$ cat config.mk
export PLATFORM = sky130hd
export DESIGN_NAME = inexact_div16
export DESIGN_NICKNAME = d
export VERILOG_FILES = /design/src/rtl/inexact_div16.sv
export SDC_FILE = /design/constraint.sdc
export NUM_CORES = 1
export LEC_CHECK = 0
export CORE_ASPECT_RATIO = 0.5
export CORE_MARGIN = 2
export CORE_UTILIZATION = 57
export DETAILED_ROUTE_END_ITERATION = 16
export DONT_BUFFER_PORTS = 1
export MAX_ROUTING_LAYER = met4
export PLACE_DENSITY_LB_ADDON = 0.15
export SKIP_LAST_GASP = 1
export SYNTH_ARGS = -nofsm -noshare
export SYNTH_HDL_FRONTEND = slang
export SYNTH_SLANG_ARGS = --single-unit
$ cat constraint.sdc
create_clock -name clk -period 1.87 [get_ports clk]
set_input_delay 0.4675 -clock clk [delete_from_list [all_inputs] [get_ports clk]]
set_output_delay 0.4675 -clock clk [all_outputs]
set_load 0.05 [all_outputs]
$ cat src/rtl/inexact_div16.sv
// Sequential 16-by-8 restoring divider, one quotient bit per cycle, valid/ready on both sides.
// Define INEXACT_DIV_TRUNC_EN to skip the TRUNC_BITS low quotient bits (approximate, shorter latency).
module inexact_div16 #(
    parameter int unsigned TRUNC_BITS = 4
) (
    input  logic        clk,
    input  logic        rst_n,
    input  logic        in_valid,
    output logic        in_ready,
    input  logic [15:0] dividend,
    input  logic [7:0]  divisor,
    output logic        out_valid,
    input  logic        out_ready,
    output logic [15:0] quot,
    output logic [7:0]  rem,
    output logic        div_zero
);

`ifdef INEXACT_DIV_TRUNC_EN
    localparam int unsigned SKIP = TRUNC_BITS;
`else
    // TRUNC_BITS stays on the parameter list so overrides remain legal in the exact build
    localparam int unsigned SKIP = 0 * TRUNC_BITS;
`endif
    localparam int unsigned N    = 16 - SKIP;
    localparam logic [4:0]  LAST = 5'(N - 1);

    typedef enum logic [1:0] {IDLE, BUSY, DONE} state_t;

    state_t      state_q;
    logic [15:0] dvd_q;
    logic [7:0]  dvs_q;
    logic [7:0]  r_q;
    logic [14:0] qw_q;
    logic [4:0]  cnt_q;
    logic        in_ready_q;
    logic        out_valid_q;
    logic [15:0] quot_q;
    logic [7:0]  rem_q;
    logic        dz_q;

    logic [8:0]  r_shift_d;
    logic        qbit_d;
    logic [7:0]  r_d;
    logic [15:0] qw_d;

    // The subtracted remainder is always below the divisor, so 8 bits hold it.
    always_comb begin
        r_shift_d = {r_q, dvd_q[15]};
        qbit_d    = (r_shift_d >= {1'b0, dvs_q});
        r_d       = qbit_d ? 8'(r_shift_d - {1'b0, dvs_q}) : r_shift_d[7:0];
        qw_d      = {qw_q, qbit_d};
    end

    always_ff @(posedge clk) begin
        if (!rst_n) begin
            state_q     <= IDLE;
            dvd_q       <= '0;
            dvs_q       <= '0;
            r_q         <= '0;
            qw_q        <= '0;
            cnt_q       <= '0;
            in_ready_q  <= 1'b1;
            out_valid_q <= 1'b0;
            quot_q      <= '0;
            rem_q       <= '0;
            dz_q        <= 1'b0;
        end else begin
            case (state_q)
                IDLE: begin
                    if (in_valid) begin
                        dvd_q      <= dividend;
                        dvs_q      <= divisor;
                        r_q        <= '0;
                        qw_q       <= '0;
                        cnt_q      <= '0;
                        in_ready_q <= 1'b0;
                        if (divisor == 8'd0) begin
                            quot_q      <= '1;
                            rem_q       <= dividend[7:0];
                            dz_q        <= 1'b1;
                            out_valid_q <= 1'b1;
                            state_q     <= DONE;
                        end else begin
                            state_q <= BUSY;
                        end
                    end
                end
                BUSY: begin
                    dvd_q <= {dvd_q[14:0], 1'b0};
                    r_q   <= r_d;
                    qw_q  <= qw_d[14:0];
                    cnt_q <= cnt_q + 5'd1;
                    if (cnt_q == LAST) begin
                        // Only N quotient bits were produced; align them to the top.
                        quot_q      <= qw_d << SKIP;
                        rem_q       <= r_d;
                        dz_q        <= 1'b0;
                        out_valid_q <= 1'b1;
                        state_q     <= DONE;
                    end
                end
                DONE: begin
                    if (out_ready) begin
                        out_valid_q <= 1'b0;
                        in_ready_q  <= 1'b1;
                        state_q     <= IDLE;
                    end
                end
                default: begin
                    state_q <= IDLE;
                end
            endcase
        end
    end

    assign in_ready  = in_ready_q;
    assign out_valid = out_valid_q;
    assign quot      = quot_q;
    assign rem       = rem_q;
    assign div_zero  = dz_q;

endmodule

==> out/qor.txt <==
=========================================================================================
DRC violation total after the first TritonRoute iteration ..................          172
Antenna violations before repair ...........................................            0
Largest area contributor in the synthesized netlist ........................ sky130_fd_sc_hd__dfxtp_1
Post-synth EDFFs ...........................................................            0
Cell area after synthesis ..................................................   3900 sq um
Peak supply drop ...........................................................     0.656 mV
Clock buffers created by TritonCTS .........................................            9
Via count normalized by instance count .....................................         5.62
Number of H-tree levels ....................................................            3
Measured slew at the worst slew-check pin ..................................       574 ps
Antenna Violating Nets Remaining ...........................................            0
Ratio of total power to cell area .......................................... 1010 nW/um^2
Maximum achievable frequency ...............................................      498 MHz
Final max-slew violation count .............................................            0
Series of cell instances along the critical path ........................... inv_2 -> ha_4 -> fa_2 -> nand2b_4 -> a211oi_4 -> or3_1 -> o2111ai_2 -> mux2i_2 -> a21oi_1
Port Buffers ...............................................................            0
Width of the die ...........................................................  121 microns
Count of fill cells added during filler insertion ..........................          471
Number of antenna diodes ...................................................            0
Cells taking the most area after synthesis ................................. sky130_fd_sc_hd__dfxtp_1, sky130_fd_sc_hd__nand2_1, sky130_fd_sc_hd__a21boi_0, sky130_fd_sc_hd__nor3b_2, sky130_fd_sc_hd__nand3_1
Clock tree from TritonCTS ..................................................          yes
Post-synthesis net count ...................................................          474
Clock latency reported for the late side of the worst-skew pair ............       340 ps
Portion of the post-synthesis area used by sequential elements .............        41.6%
CTS hold repair buffers ....................................................            0
Unrepaired setup endpoints after global routing ............................          yes
Overflow after GRT .........................................................            0
Clock transition at path regs ..............................................        60 ps
Average wire length per cell after detail routing .......................... 15.4 microns
Max-capacitance violation count ............................................            0
HPWL Detailed ..............................................................      6.11 mm
Failing checks ............................................................. negative setup slack
Leakage power ..............................................................      1.88 nW
Initial core utilization ...................................................        58.6%
Setup Slack @ Placement ....................................................      -267 ps
Root buffer cell ........................................................... sky130_fd_sc_hd__clkbuf_16
Share of the synthesized area in the top cell type .........................        41.6%
Number of nets in the final layout .........................................          510
Num rows ...................................................................           21
Core outline area ..........................................................   6650 sq um
Final Cycle Share ..........................................................         107%
Die outline area ...........................................................   7560 sq um
Maximum count of clock buffers along a single path .........................            2
Kind of end point of the critical path .....................................     register
Synthesized netlist cell count .............................................          435
Routed via count ...........................................................         3191
Vias in the first global route .............................................         3180
Share of final-layout standard cells stronger than drive strength 1 ........        32.1%
Outcome .................................................................... complete, but fails checks
Area of the multi-input gates ..............................................   2250 sq um
Total wire length after detailed routing ...................................      8.77 mm
Pin count of the biggest net entering global routing .......................           78
Proportion of register bits with asynchronous set or reset after synthesis .           0%
#FFs+latches synth .........................................................           81
Global router's overall resource usage .....................................        25.4%
Time the worst path needs with I/O delays and setup ........................      2010 ps
Critical Setup Path Class .................................................. register to register
Startpoint Class ...........................................................     register
Area post-placement ........................................................   4290 sq um
Relative slew margins ......................................................        61.7%
Number of remaining DRC errors .............................................            0
Final design instance area without fill ....................................   4810 sq um
CP max-delay cell .......................................................... sky130_fd_sc_hd__fa_2
Yosys warning count ........................................................            0
Count of unique library cells instantiated by Yosys ........................           55
Overall power consumption ..................................................      4.84 mW
First-pass GRT wire length .................................................      14.9 mm
Class of the worst hold path ............................................... input pin to register
Final critical-path setup slack ............................................      -138 ps
Top_reg_cell synth ......................................................... sky130_fd_sc_hd__dfxtp_1
Maximum fanout count along the critical path ...............................            2
Clock net sink count .......................................................           81
I/O pin cnt ................................................................           55
Post-synthesis to final-layout area growth .................................        23.3%
Synthesized area per cell ..................................................   8.96 sq um
Maximum cell stage delay along the critical path ...........................       360 ps
Length of the first detailed-routing pass in iterations ....................            4
Area occupied by registers .................................................   1630 sq um
Hold Violations, Final .....................................................            0
Setup Viol. Count Final ....................................................            9
Arrival time worst endpoint ................................................      2230 ps
Height of the chip ......................................................... 62.5 microns
Critical Path RT ...........................................................      2100 ps
Final worst clock skew .....................................................      4.35 ps
Final weighted congestion in routability-driven placement ..................        0.848
=========================================================================================
-- sequential cells by signal, summed over array words and instances (netlist names) --
signal / cells
in_ready: 1
rem: 8
state_q: 2
dvd_q: 16
div_zero: 1
cnt_q: 5
out_valid: 1
quot: 16
qw_q: 15
r_q: 8
dvs_q: 8
-- layout by cell type, fill, tap and decap left out, types with 7 or more instances in the layout --
cell                        Yosys  layout
sky130_fd_sc_hd__dfxtp_1       81      75
sky130_fd_sc_hd__nand2_1       71      71
sky130_fd_sc_hd__buf_4          1      50
sky130_fd_sc_hd__a21boi_0      33      33
sky130_fd_sc_hd__nand3_1       29      29
sky130_fd_sc_hd__nor2_2        16      17
sky130_fd_sc_hd__nor3b_2       15      15
sky130_fd_sc_hd__nor3_1        12      11
sky130_fd_sc_hd__o21ai_0       15      10
sky130_fd_sc_hd__inv_1         12       9
sky130_fd_sc_hd__nor2_1        11       9
sky130_fd_sc_hd__a21oi_1       12       9
sky130_fd_sc_hd__o211a_1        9       9
sky130_fd_sc_hd__clkbuf_16      0       9
sky130_fd_sc_hd__a22oi_1        8       7
sky130_fd_sc_hd__o21ai_1        5       7
-- synth_stat cells (2+ instances only) --
master,n
sky130_fd_sc_hd__a211oi_1,2
sky130_fd_sc_hd__a21boi_0,33
sky130_fd_sc_hd__a21o_1,2
sky130_fd_sc_hd__a21oi_1,12
sky130_fd_sc_hd__a21oi_2,2
sky130_fd_sc_hd__a22oi_1,8
sky130_fd_sc_hd__and2_1,4
sky130_fd_sc_hd__and3_1,2
sky130_fd_sc_hd__buf_1,2
sky130_fd_sc_hd__buf_12,2
sky130_fd_sc_hd__buf_2,6
sky130_fd_sc_hd__clkbuf_1,19
sky130_fd_sc_hd__dfxtp_1,81
sky130_fd_sc_hd__ha_1,10
sky130_fd_sc_hd__inv_1,12
sky130_fd_sc_hd__mux2_2,2
sky130_fd_sc_hd__mux2i_1,4
sky130_fd_sc_hd__nand2_1,71
sky130_fd_sc_hd__nand2b_1,6
sky130_fd_sc_hd__nand3_1,29
sky130_fd_sc_hd__nor2_1,11
sky130_fd_sc_hd__nor2_2,16
sky130_fd_sc_hd__nor2b_1,4
sky130_fd_sc_hd__nor3_1,12
sky130_fd_sc_hd__nor3_2,4
sky130_fd_sc_hd__nor3b_1,2
sky130_fd_sc_hd__nor3b_2,15
sky130_fd_sc_hd__o211a_1,9
sky130_fd_sc_hd__o211ai_1,2
sky130_fd_sc_hd__o21ai_0,15
sky130_fd_sc_hd__o21ai_1,5
sky130_fd_sc_hd__o221ai_1,3
sky130_fd_sc_hd__o221ai_2,2
sky130_fd_sc_hd__or2_1,2
sky130_fd_sc_hd__or3_1,2
sky130_fd_sc_hd__or4_4,2
sky130_fd_sc_hd__xor2_1,2
-- critical path: cells and delay by family (launching register included) --
kind	cells	cell delay, ps
buffers and inverters	1	50
multiplexers	1	220
flip-flops	1	320
AO/OA/AOI/OAI	3	460
AND/OR/NAND/NOR	2	320
adder cells (fa/ha/maj)	2	520
-- timing repair --
item / CTS / global route
pin swaps: 13 / 12
buffers inserted: 5 / 4
hold endpoints to repair: 0 / 0
resized for setup: 21 / 13
setup endpoints to repair: 30 / 16
-- layout make-up --
type	instances	area share [%]
Clock buffer	11	4.84
Tap cell	92	2.40
Timing Repair Buffer	55	9.53
Clock inverter	5	1.67
Multi-Input combinational cell	312	46.7
Sequential cell	81	33.9
Inverter	12	0.937
-- where the power goes --
group,internal [mW],total [mW],switching (mW),leakage (nW)
logic,0.593,1.14,0.548,1.08
registers,1.80,1.85,0.0564,0.660
clock network,1.17,1.84,0.674,0.146
-- kinds of logic after synthesis --
group,share of synthesized area [%]
simple gates,27.3
mux,1.60
compound gates,20.0
flops,41.6
buf+inv,5.17
xor+xnor,0.674
fa+ha+maj,3.72
-- metal layers --
| metal | vias up | track usage, % | wire [microns] |
|---|---|---|---|
| li1 | 1593 | - | - |
| met1 | 1515 | 31.3 | 3950 |
| met2 | 75 | 40.8 | 4310 |
| met3 | 8 | 6.75 | 427 |
| met4 | 0 | 7.85 | 70 |
| met5 | - | - | 0 |
-- worst paths after layout --
check        depth (start not counted)       from       end  slack, ps
min reg2reg                          2   dvd_q[6]  dvd_q[6]        460
min                                  1      rst_n  in_ready        210
max reg2reg                          9  dvd_q[15]    rem[6]       -140
max                                  9  dvd_q[15]    rem[6]       -140
-- metrics by stage --
| stage | hold WS, ps | util (%) | cells | TNS [ps] |
|---|---|---|---|---|
| detailed placement | 440 | 64.5 | 543 | -2330 |
| global route | 229 | 72.3 | 568 | -1660 |
| global placement | 430 | 64.5 | 543 | -1230 |
| floorplan | 415 | - | 435 | -47.9 |
| CTS | 202 | 71.1 | 564 | -588 |
| finish | 209 | 72.3 | 568 | -442 |
(Power assumes the default switching activity.)
